[src/rtl/instr_encoder_pkg.sv]
// Shared encodings for the RV32I field packer: op selects, major opcodes,
// funct3/funct7 values and the legality helper used at the input handshake.
package instr_pkg;

    typedef enum logic [2:0] {
        OP_ADD = 3'd0,
        OP_SUB = 3'd1,
        OP_AND = 3'd2,
        OP_OR  = 3'd3,
        OP_LW  = 3'd4,
        OP_SW  = 3'd5,
        OP_BEQ = 3'd6,
        OP_ILL = 3'd7
    } op_e;

    localparam logic [6:0] OPC_LOAD   = 7'b0000011;
    localparam logic [6:0] OPC_STORE  = 7'b0100011;
    localparam logic [6:0] OPC_BRANCH = 7'b1100011;
    localparam logic [6:0] OPC_RTYPE  = 7'b0110011;

    localparam logic [2:0] F3_ADDSUB = 3'b000;
    localparam logic [2:0] F3_AND    = 3'b111;
    localparam logic [2:0] F3_OR     = 3'b110;
    localparam logic [2:0] F3_WORD   = 3'b010;
    localparam logic [2:0] F3_BEQ    = 3'b000;

    localparam logic [6:0] F7_BASE = 7'b0000000;
    localparam logic [6:0] F7_SUB  = 7'b0100000;

    // Only the one spare encoding is rejected; BEQ occupies 3'b110.
    function automatic logic op_is_legal(input logic [2:0] op);
        return (op != OP_ILL);
    endfunction

endpackage

[src/rtl/instr_encoder_pack.sv]
// Combinational field packer: turns an op select plus register/immediate
// fields into a 32-bit RV32I instruction word.
module instr_pack
    import instr_pkg::*;
(
    input  logic [2:0]  op,
    input  logic [4:0]  rd,
    input  logic [4:0]  rs1,
    input  logic [4:0]  rs2,
    input  logic [11:0] imm,
    output logic [31:0] instr
);

    // Branch offset is imm scaled by two, so bit 0 of the offset is implicit.
    logic [12:0] br_off;
    assign br_off = {imm, 1'b0};

    // Select the instruction format for the op and assemble its fields.
    always_comb begin
        instr = 32'd0;
        case (op)
            OP_ADD:  instr = {F7_BASE, rs2, rs1, F3_ADDSUB, rd, OPC_RTYPE};
            OP_SUB:  instr = {F7_SUB,  rs2, rs1, F3_ADDSUB, rd, OPC_RTYPE};
            OP_AND:  instr = {F7_BASE, rs2, rs1, F3_AND,    rd, OPC_RTYPE};
            OP_OR:   instr = {F7_BASE, rs2, rs1, F3_OR,     rd, OPC_RTYPE};
            OP_LW:   instr = {imm, rs1, F3_WORD, rd, OPC_LOAD};
            OP_SW:   instr = {imm[11:5], rs2, rs1, F3_WORD, imm[4:0], OPC_STORE};
            OP_BEQ:  instr = {br_off[12], br_off[10:5], rs2, rs1, F3_BEQ,
                              br_off[4:1], br_off[11], OPC_BRANCH};
            default: instr = 32'd0;
        endcase
    end

endmodule

[src/rtl/instr_encoder.sv]
// Instruction encoder: accepts decoded field sets, packs them into RV32I
// words and streams them with consecutive byte addresses into instruction
// memory through a single registered output stage.
module instr_encoder
    import instr_pkg::*;
#(
    parameter int DEPTH = 64,
    parameter int AW    = 8
) (
    input  logic          clk,
    input  logic          rst_n,
    input  logic          flush,
    input  logic          in_valid,
    output logic          in_ready,
    input  logic [2:0]    in_op,
    input  logic [4:0]    in_rd,
    input  logic [4:0]    in_rs1,
    input  logic [4:0]    in_rs2,
    input  logic [11:0]   in_imm,
    output logic          out_valid,
    input  logic          out_ready,
    output logic [31:0]   out_instr,
    output logic [AW-1:0] out_addr,
    output logic          full,
    output logic          err
);

    localparam int IW = $clog2(DEPTH);
    localparam logic [IW:0] LAST_IDX = (IW+1)'(DEPTH - 1);
    localparam logic [IW:0] IDX_ONE  = (IW+1)'(1);

    typedef enum logic [1:0] {
        ST_EMPTY  = 2'd0,
        ST_LOADED = 2'd1
    } state_e;

    state_e        state_p1;
    logic [IW:0]   index_p1;
    logic          full_p1;
    logic          err_p1;
    logic          vld_p1;
    logic [31:0]   instr_p1;
    logic [AW-1:0] addr_p1;

    logic [31:0]   instr_p0;
    logic [AW-1:0] addr_p0;
    logic          legal_p0;
    logic          accept_p0;
    logic          illegal_p0;

    instr_pack u_pack (
        .op    (in_op),
        .rd    (in_rd),
        .rs1   (in_rs1),
        .rs2   (in_rs2),
        .imm   (in_imm),
        .instr (instr_p0)
    );

    assign vld_p1     = (state_p1 == ST_LOADED);
    assign legal_p0   = op_is_legal(in_op);
    assign in_ready   = !full_p1 && (!vld_p1 || out_ready);
    assign accept_p0  = in_valid && in_ready && legal_p0;
    assign illegal_p0 = in_valid && in_ready && !legal_p0;
    assign addr_p0    = AW'({index_p1[IW-1:0], 2'b00});

    // ---- stage p0 -> p1: handshake FSM, write index, full and error flags
    always_ff @(posedge clk or negedge rst_n) begin
        if (!rst_n) begin
            state_p1 <= ST_EMPTY;
            index_p1 <= '0;
            full_p1  <= 1'b0;
            err_p1   <= 1'b0;
        end else if (flush) begin
            state_p1 <= ST_EMPTY;
            index_p1 <= '0;
            full_p1  <= 1'b0;
            err_p1   <= 1'b0;
        end else begin
            if (accept_p0) begin
                state_p1 <= ST_LOADED;
                index_p1 <= index_p1 + IDX_ONE;
                if (index_p1 == LAST_IDX)
                    full_p1 <= 1'b1;
            end else if (vld_p1 && out_ready) begin
                state_p1 <= ST_EMPTY;
            end
            if (illegal_p0)
                err_p1 <= 1'b1;
        end
    end

    // Capture the packed word and its address on every accepted field set.
    always_ff @(posedge clk or negedge rst_n) begin
        if (!rst_n) begin
            instr_p1 <= 32'd0;
            addr_p1  <= '0;
        end else if (accept_p0 && !flush) begin
            instr_p1 <= instr_p0;
            addr_p1  <= addr_p0;
        end
    end

    assign out_valid = vld_p1;
    assign out_instr = instr_p1;
    assign out_addr  = addr_p1;
    assign full      = full_p1;
    assign err       = err_p1;

endmodule
[config.mk]
export PLATFORM = sky130hd
export DESIGN_NAME = instr_encoder
export DESIGN_NICKNAME = d
export VERILOG_FILES = /design/src/rtl/instr_encoder_pkg.sv /design/src/rtl/instr_encoder_pack.sv /design/src/rtl/instr_encoder.sv
export SDC_FILE = /design/constraint.sdc
export NUM_CORES = 1
export LEC_CHECK = 0
export ABC_AREA = 0
export BUFFER_PORTS_ARGS = -buffer_cell sky130_fd_sc_hd__buf_4
export CORE_UTILIZATION = 54
export DETAILED_ROUTE_END_ITERATION = 8
export PLACE_DENSITY = 0.89
export SETUP_SLACK_MARGIN = 0.4
export SLEW_MARGIN = 10
export SYNTH_ARGS = -nofsm -noshare
export SYNTH_HDL_FRONTEND = slang
export SYNTH_HIERARCHICAL = 1
export SYNTH_SLANG_ARGS = --single-unit
[constraint.sdc]
create_clock -name clk -period 5.45 [get_ports clk]
set_clock_uncertainty 0.2 [all_clocks]
set_input_delay 1.09 -clock clk [delete_from_list [all_inputs] [get_ports clk]]
set_output_delay 1.09 -clock clk [all_outputs]
set_load 0.02 [all_outputs]
* After elaboration in Yosys (flattened, before gate mapping)
Cells that the tools add are included.
** Word-level totals
- Bits in registers :: 49
- Input port bits :: 35
- Output and inout bits :: 44
- Logic and storage cells :: 44
** Operators by class
- Add/subtract/negate cells :: 1
- Equality and inequality tests :: 9
- Muxes and demuxes :: 11
- Reduce and logical (&&, ||, !) cells :: 17
** Operator list (number)
- 32-bit one-hot mux with 7 select lines :: 1
- 7-bit two-way mux :: 2
- 3-bit equality test, second input constant :: 3
- 7-bit by 1-bit adder with 7-bit output, second input constant :: 1
- 7-bit by 6-bit equality test with 1-bit output, second input constant :: 1
- 3-bit by 2-bit equality test with 1-bit output, second input constant :: 2
- 1-bit logical AND :: 6
- 2-bit two-way mux :: 3
- 2-bit nonzero test :: 3
- 1-bit two-way mux :: 5
- 1-bit zero test :: 4
- 3-bit by 1-bit equality test with 1-bit output, second input constant :: 1
- 3-bit zero test :: 1
- 3-bit inequality test, second input constant :: 1
- 3-bit nonzero test :: 1
- 2-bit by 1-bit equality test with 1-bit output, second input constant :: 1
- 2-bit AND reduction :: 1
- 1-bit logical OR :: 1

* Longest topological paths before layout
Gate-level depths: netlist (run 1).
- Depth after elaboration :: 8
- Gate-level depth with buffers :: 6
- Mapped depth without buffers :: 4

* By module
The synthesis (run 1) kept the hierarchy.
** Modules (own cells, without submodules)
- instr_encoder :: instances 1, cells an instance 132, area an instance 1938.1 µm², seq. area each 1201.2 µm²
- instr_pack :: instances 1, cells an instance 75, area an instance 447.9 µm², seq. area each 0.0 µm²

* Least setup slack after synthesis (run 1)
Ideal clock, no wire load.
- Kind :: input-to-output
- Start :: input port out_ready
- End :: output port in_ready
- Data arrival time :: 1452 ps
- Path slack :: 2708 ps
- Cell stages on the path :: 2
- Cells stage by stage :: nand2b_4 and2_1
** Between the ends
- Longest elaborated chain between the ends :: 2
** RTL lines
- from (decl) :: line instr_encoder.sv:21 : input logic out_ready,
- 1-bit logical OR :: line instr_encoder.sv:62 : assign in_ready = !full_p1 && (!vld_p1 || out_ready);
- 1-bit logical AND :: line instr_encoder.sv:62
- to (decl) :: line instr_encoder.sv:14 : output logic in_ready,
No other way between the ends.

* Worst setup path in the final report (run 1)
Ends and elaborated chain as after synthesis.

==> reports/summary.md, run 1 <==
The post-route antenna net violation count was 0. The clock passes through at most 2 buffers. Summing the areas of all compound-gate instances in the mapped netlist gives 8.65% of the synthesized area. Summing all placed instances gives a cell area of 2910 sq um. The number of instances in the synthesized netlist came out at 207. Compared with the post-synthesis result, the final layout area differs by 27.0%.

STA puts the critical path data required time at 4.16 ns. The run gives 0 as the number of remaining DRC errors. The worst min-delay path category is register to register.

Buffers placed on the I/O ports in this run total 76. The average cell area after synthesis works out to 11.5 sq um. Worst-margin pin slew: 1.03 ns. The fraction of final layout cells sized beyond drive strength 1 came out at 46.4%.

The placed wire-length estimate after detailed placement came out at 3600 um. In this run the worst path has a maximum fanout of 4. The number of antenna diodes in the final layout is 0. Counting flops and latches in the post-synthesis netlist gives 48. Hold is met by 0.310 ns. Cell with the largest stage delay on the worst path: sky130_fd_sc_hd__and2_1. The first detailed-routing pass ran for 5 iterations. Global routing used 23.9% of the available tracks. The global routing stage identified its most utilized layer as met2. The post-route fraction of the period consumed by the critical path came out at 54.4%.

Among cell families on the critical path, the largest total delay comes from simple AND/OR/NAND/NOR gates. Data arrives at the worst endpoint at 1.67 ns. The final RePlAce weighted congestion was 0.771; the DRC marker count from the first detailed-route iteration was 157. The library cell used most frequently in the layout, excluding fill and tap cells, is sky130_fd_sc_hd__buf_4. Counting distinct cell types in the post-synthesis netlist gives 34. After synthesis the cells add up to 2390 sq um. In this run the post-CTS setup repair buffer count came out at 0. Setup repair after global routing left no endpoint under its margin. The critical path goes through buf_4, nand2b_4, and2_1, buf_4.

Using the TritonRoute via totals, the vias-per-cell ratio works out to 5.71. Of the total synthesized cell area, the portion taken by full adders, half adders and majority gates is 0.524%. Among the stages of the critical path, the cell type that occurs most often is sky130_fd_sc_hd__buf_4.

The tools report the max-slew violation count as 0. In this run the register-to-register setup slack is 3.03 ns. For this run the aggregate overflow at the end of global routing stands at 0. The count of standard-cell rows was 23; the number of buffers inserted by hold repair at cts was 0.

The vias after detailed routing is 1862. Leaving out fill and tap cells, the most frequent cells in the layout are 76 x sky130_fd_sc_hd__buf_4, 48 x sky130_fd_sc_hd__dfrtp_1, 38 x sky130_fd_sc_hd__mux2_2. The flow ran to the end, and the final reports show no timing, DRC or antenna violations. Summed over all layers, the routed wires come to 5190 um.

The area share of the largest cell type after synthesis came out at 50.3%. Clock-pin slew was measured on the worst setup and hold paths at 0.09 ns. The classification of the worst setup path is input port to output pin. The global-route met3 utilization was 4.33%. After the last flow step, the layout net total stands at 311. The worst pin sits at a relative slew slack of 31.2%.

The CTS sink count was 48; the wire length of the first global-routing pass was 8070 um. Fraction of synthesized area in multiplexers: 18.4%. The tool flagged a number of max-cap violations equal to 0. During synthesis, Yosys emitted a total of 6 warnings. In this run the power density over the cells is 319 nW/um^2.

Once the floorplan was initialized, standard cells occupied 58.0% of the core. The routed length per placed instance works out to 15.9 um. In the global route stage, met2 resource usage came out at 37.4%. Power comes to 0.967 mW.

The number of buffers added by the clock tree synthesis step is 5, and the minimum clock period is 2.96 ns. The number of cells upsized or downsized after cts was 0; the overall die height was 68.5 um. The maximum frequency from static timing analysis was 337 MHz. After synthesis, the cell types taking the most area are sky130_fd_sc_hd__dfrtp_1 50%, sky130_fd_sc_hd__mux2_2 18%, sky130_fd_sc_hd__a22oi_1 3.1%, sky130_fd_sc_hd__nand3_1 2.9%, sky130_fd_sc_hd__buf_4 2.2%.

The logs give 302 for the total of fill cells in the finished design and 0 ns for the summed negative setup slack over all endpoints. TritonCTS built the clock tree. In this run the horizontal extent of the chip is 68.5 um. After Yosys synthesis, XOR and XNOR cells account for 1.10% of the synthesized area.

IR analysis of the VDD net gives a maximum drop of 0.206 mV. The cell area after layout came out at 3030 sq um. For this run, the slowest stage of the critical path takes 0.17 ns. The run gives 50.3% as the sequential share of the synthesized area.

The worst path buffer plus inverter count is 2, and the number of setup violations in the final report is 0. Once layout is complete, the utilization of the core stands at 73.6%. For the initial antenna violation count, the log shows 0. Cell at the root of the clock tree: sky130_fd_sc_hd__clkbuf_8. Summing the areas of all and, or, nand and nor instances in the mapped netlist gives 15.0% of the synthesized area. In this run the number of H-tree levels came out at 2.

The die covers 4690 sq um. The static leakage came out at 1.45 nW. Global routing used 31.4% of the available met1 tracks. Largest area contributor in the netlist: sky130_fd_sc_hd__dfrtp_1.

Worst-skew pair later-pin latency: 0.31 ns. The tools report the startpoint type of the worst setup path as an input port. During I/O placement, the number of pins put on the boundary was 79.

The final hold violation count came out at 0. In this run the standard cell core region covers 4120 sq um. Entering global routing, the biggest net connects 49 pins.

The via count of the first global-routing pass was 1723. After synthesis, the largest family of logic cells by area is multiplexers. The endpoint kind of the worst setup timing path was an output pin.
-- synth_stat cells --
master	n
sky130_fd_sc_hd__and2b_1	3
sky130_fd_sc_hd__o21ai_0	2
sky130_fd_sc_hd__a22oi_1	10
sky130_fd_sc_hd__nand3_1	14
sky130_fd_sc_hd__clkbuf_1	1
sky130_fd_sc_hd__nor2b_4	1
sky130_fd_sc_hd__nor3_1	2
sky130_fd_sc_hd__nand2b_4	1
sky130_fd_sc_hd__nand4_1	1
sky130_fd_sc_hd__conb_1	2
sky130_fd_sc_hd__o21ai_1	2
sky130_fd_sc_hd__inv_1	4
sky130_fd_sc_hd__or3_1	1
sky130_fd_sc_hd__buf_6	3
sky130_fd_sc_hd__or2_1	1
sky130_fd_sc_hd__o2bb2ai_1	5
sky130_fd_sc_hd__buf_4	7
sky130_fd_sc_hd__or4_1	3
sky130_fd_sc_hd__nand3_2	2
sky130_fd_sc_hd__or3_2	1
sky130_fd_sc_hd__buf_2	6
sky130_fd_sc_hd__dfrtp_1	48
sky130_fd_sc_hd__a31oi_1	2
sky130_fd_sc_hd__nand4b_1	5
sky130_fd_sc_hd__ha_1	1
sky130_fd_sc_hd__o31ai_1	2
sky130_fd_sc_hd__a21oi_1	8
sky130_fd_sc_hd__nand2_1	10
sky130_fd_sc_hd__and2_1	6
sky130_fd_sc_hd__xor2_1	2
sky130_fd_sc_hd__nor2_1	11
sky130_fd_sc_hd__mux2i_1	1
sky130_fd_sc_hd__xnor2_1	1
sky130_fd_sc_hd__mux2_2	38
-- area by class of cell --
| cell class | instances | area [sq um] | share of cell area [%] |
|---|---|---|---|
| sequential | 48 | 1200 | 39.7 |
| clock inverter | 3 | 46.3 | 1.53 |
| clock buffer | 5 | 68.8 | 2.27 |
| tap | 50 | 62.6 | 2.07 |
| multi-input combinational | 140 | 1060 | 35.2 |
| timing repair buffer | 76 | 571 | 18.8 |
| inverter | 4 | 15.0 | 0.496 |
-- final timing paths --
path | cells after the start | end | from
setup / recovery | 4 | in_ready | out_ready
hold / removal | 1 | out_instr[13] | out_instr[13]
setup reg to reg | 4 | out_instr[17] | full
hold reg to reg | 1 | out_instr[13] | out_instr[13]
max in group asynchronous | 1 | out_instr[11] | rst_n
min in group asynchronous | 1 | out_instr[22] | rst_n
-- registers in the layout, indices dropped and copies added (netlist names) --
signal and cells:
err 1, out_instr 32, state_p1 1, out_addr 6
index_p1 7, full 1
-- worst register-to-register path, delay by kind of cell, from the launching register on --
family	cells	cell delay, ns
flops	1	0.43
mux	1	0.44
simple gates	3	1.23
-- per-stage QoR --
step,worst slack [ns],cells
after detailed placement,2.18,318
after floorplan,2.71,209
after CTS,2.48,326
final,2.49,326
after global routing,2.39,326
after global placement,2.24,318
-- per-layer routing --
layer | share of wire [%] | routed length, um | up-vias
li1 | - | - | 873
met1 | 45 | 2330 | 878
met2 | 45 | 2340 | 93
met3 | 7.2 | 376 | 18
met4 | 2.8 | 143 | 0
met5 | 0 | 0 | -
-- logic make-up (layout without fill, tap and decap cells) --
kind of cell               after synthesis  count (layout)
and+or+nand+nor                         62              62
AOI/OAI and AO/OA                       31              31
muxes                                   39              39
buffers and inverters                   21              88
adders and majority gates                1               1
other                                    2               4
DFF                                     48              48
xor gates and xnor gates                 3               3
-- power by group --
group          switching, mW  internal, mW  total (mW)
clock network          0.128         0.138       0.266
registers             0.0296         0.405       0.435
logic                  0.137         0.129       0.266
Power figures use the tool's default switching activity.
==> run 2, diff against run 1 <==
Settings changed: CORE_UTILIZATION 54 to 50, PLACE_DENSITY 0.89 to 0.83.
Clock period 5.45 ns to 2.9 ns, I/O delays scaled along.
==> run 2 against run 1 <==
The flow now finishes with violations (design-rule violations); sequential cell count did not move; count of clock-buffer cells in the layout did not move; combinational power rose by 89%; register-to-register slack got worse by 2.2 ns; cell count rose by 0.92%; via count barely moved; sequential share of layout area fell by 0.29 points; sequential power rose by 87%; global-route usage fell by 2.3 points.
==> reports/summary.md, run 2 (synthesis gave the netlist of run 1 again) <==
The flow ran to the end, but the final reports show violations. The checks that failed: design-rule violations. The logs give 1861 (-0.054%) for the vias after detailed routing and 4470 sq um (+8.7%) for the area of the core.

The number of remaining DRC errors is 10 (+10). The number of nets in the layout is 312 (+0.32%), and the post-route antenna net violation count is 0 (unchanged). The power density relative to cell area came out at 596 nW/um^2 (+87%). The tools report the switching component of the power as 0.553 mW (+88%).

STA classifies the critical path endpoint as a register. DRC marker count from the first detailed-route iteration: 182 (+16%). Quantity of I/O buffers inserted on ports: 76 (unchanged). The worst ir drop on vdd is 0.362 mV (+76%), and the initial antenna violation count is 0 (unchanged). For the number of buffers on the longest clock path, the log shows 2 (unchanged). The final hold violation count was 0 (unchanged). The net switching share of the total power was 30.4% (-0.036 points); the register share of total power was 44.8% (-0.2 points). The placed wire-length estimate after detailed placement was 3570 um (-0.90%).

For the sequential cell area, the log shows 1200 sq um (unchanged). The slack of the worst reg-to-reg path is 0.87 ns (-2.16 ns), and the final RePlAce weighted congestion is 0.781 (+1.3%). Cell family contributing the most delay on the critical path: simple AND/OR/NAND/NOR gates. The worst path uses 71.0% of the clock period.

The smallest setup slack after layout is 0.840 ns (-1.65 ns), and the total internal power is 1.27 mW (+88%). The most critical setup path has its endpoint at out_instr[23]. The logs give 48 (unchanged) for the CTS sink count and 0 ns (unchanged) for the summed negative setup slack over all endpoints. The logic gate share of total power is 27.6% (about the same), and the initial core utilization is 53.3% (-4.7 points). The startpoint type of the worst setup path is an input port. The worst slack after detailed placement is 0.541 ns (-1.64 ns). The most numerous cell type found on the critical path is sky130_fd_sc_hd__nand3_2. The run gives 8 (+3) as the first-pass iteration count of the detailed router. The tools report the via count of the first global-routing pass as 1760 (+2.1%). Routed length per placed instance: 15.4 um (-3.0%). The smallest clock period supported by the final layout is computed as 2.06 ns. Static leakage: 1.45 nW (+0.60%).

The classification of the worst setup path is input port to register. The number of cells upsized or downsized after cts is 0 (unchanged), and the worst-margin pin slew is 0.596 ns (-0.434 ns). The top-level I/O count is 79 (unchanged). The min-delay analysis places its worst path in the category input port to async pin.

The run gives 0 (unchanged) as the number of buffers inserted by hold repair at cts. The relative contribution of the clock network to total power was 27.6% (about the same); the largest net degree at the start of global routing was 49 (unchanged). The total routing resource utilization after global routing is 21.6% (-2.3 points). The number of buffers added by the clock tree synthesis step came out at 5 (unchanged).

The tools report the worst max-slew margin expressed relative to the limit as 60.3% (+29 points). The number of stages on the worst setup path came out at 6 (+2). The largest fanout on the critical path is 33 (+29). The library cell used most frequently in the layout, excluding fill and tap cells, is sky130_fd_sc_hd__buf_4. The max-slew violation count came out at 0 (unchanged). The final wirelength came out at 5080 um (-2.1%). The tools report the max-capacitance violation count as 0 (unchanged). From synthesis to final layout, the design area changed by 27.9%. For the required arrival time at the worst endpoint, the log shows 2.89 ns (-1.27 ns). The tools report the count of H-tree levels built during CTS as 2 (unchanged).

The residual overflow from global routing was 0 (unchanged). For the worst-skew pair later-pin latency, the log shows 0.30 ns (about the same). The tools report the total of fill cells in the finished design as 349 (+16%). The endpoint identified for the worst register-to-register timing path is out_instr[23]. For the combined area of the multi-input logic cells, the log shows 1060 sq um (unchanged). Critical path data arrival time: 2.05 ns (+0.38 ns).

Traced cell by cell, the critical path runs through buf_4, nand3_2, nand3_2, nor2_4, buf_12, mux2_2. In the layout the commonest cells are 76 x sky130_fd_sc_hd__buf_4, 48 x sky130_fd_sc_hd__dfrtp_1, 38 x sky130_fd_sc_hd__mux2_2. The tools report the die area as 5050 sq um (+7.8%). The run gives 24 (+4.3%) as the count of standard-cell rows.

The worst stage delay on the critical path is 0.36 ns (+0.19 ns), and the number of setup violations in the final report is 0 (unchanged). The cell with the largest stage delay on the worst path was sky130_fd_sc_hd__mux2_2. The wire length of the first global-routing pass is 8560 um (+6.1%).

The overall die height was 71.1 um (+3.8%); the horizontal die dimension was 71.1 um (+3.8%). Startpoint of the lowest-slack register-to-register path: full. Cell at the root of the clock tree: sky130_fd_sc_hd__clkbuf_8. The worst path buffer plus inverter count came out at 2 (unchanged).

For the number of buffers added for setup after CTS, the log shows 0 (unchanged). The critical path startpoint was in_op[0]. The count of antenna diodes in the layout is 0 (unchanged), and the clock slew seen by the registers of the worst setup and hold paths is 0.10 ns (about the same). TritonCTS built the clock tree. The length in cells of the worst reg-to-reg path was 5 (+1); the average vias per placed instance was 5.66 (-0.97%).

The number of flip-flops in the largest register was 32 (unchanged). Setup repair after global routing left no endpoint under its margin. Derived from the worst setup path, the maximum achievable clock frequency is 485 MHz.

The fraction of final layout cells sized beyond drive strength 1 works out to 46.6% (+0.19 points).
run 2: cell types whose count changed in the layout (fill, tap and decap cells not counted):
cell,change
sky130_fd_sc_hd__buf_12,+1
run 2: worst register-to-register path, delay by kind of cell, from the launching register on:
family | cells | cell delay, ns
and+or+nand+nor | 3 | 0.68
muxes | 1 | 0.38
DFF | 1 | 0.42
buffers and inverters | 1 | 0.24
run 2: layer usage:
layer  GRT usage [%]  vias to the layer above  wire length, um
met2            34.5                       69             2330
met4            6.67                        0               57
li1                -                      866                -
met1            28.8                      920             2280
met5               0                        -                0
met3            6.13                        6              421
run 2: final cells by class:
type / instances / share of cell area [%]
clock buffers: 5 / 2.26
well taps: 52 / 2.13
multi-input cells: 140 / 34.9
repair buffers: 77 / 19.4
inverters: 4 / 0.492
flip-flops and latches: 48 / 39.4
clock inverters: 3 / 1.52
run 2: stage by stage:
step                      util (%)  hold WS [ns]  total power [mW]  cells  cell area (sq um)
after floorplan                  -        0.0844              1.11    209               2390
after global placement        65.6         0.278              1.32    321               2940
after detailed placement      65.6         0.298              1.33    321               2940
after CTS                     68.2        0.0894              1.83    329               3050
after global routing          68.2         0.111              1.90    329               3050
final                         68.2        0.0681              1.82    329               3050
run 2: power groups by stage:
stage          Combinational (mW)  Clock (mW)  Sequential, mW
2_1_floorplan               0.173           0           0.933
5_1_grt                     0.535       0.536           0.827
6_report                    0.502       0.502           0.815
3_3_place_gp                0.498           0           0.824
3_5_place_dp                0.505           0           0.829
4_1_cts                     0.506       0.512           0.816
run 2: worst min path at each step:
stage / from / end / slack (ns) / cells past startpoint
2_1_floorplan: rst_n / err / 0.08 / 0
3_3_place_gp: err / err / 0.28 / 2
3_5_place_dp: out_instr[0] / out_instr[0] / 0.30 / 1
4_1_cts: rst_n / out_instr[3] / 0.09 / 1
5_1_grt: rst_n / out_instr[15] / 0.11 / 1
6_report: rst_n / out_instr[15] / 0.07 / 1
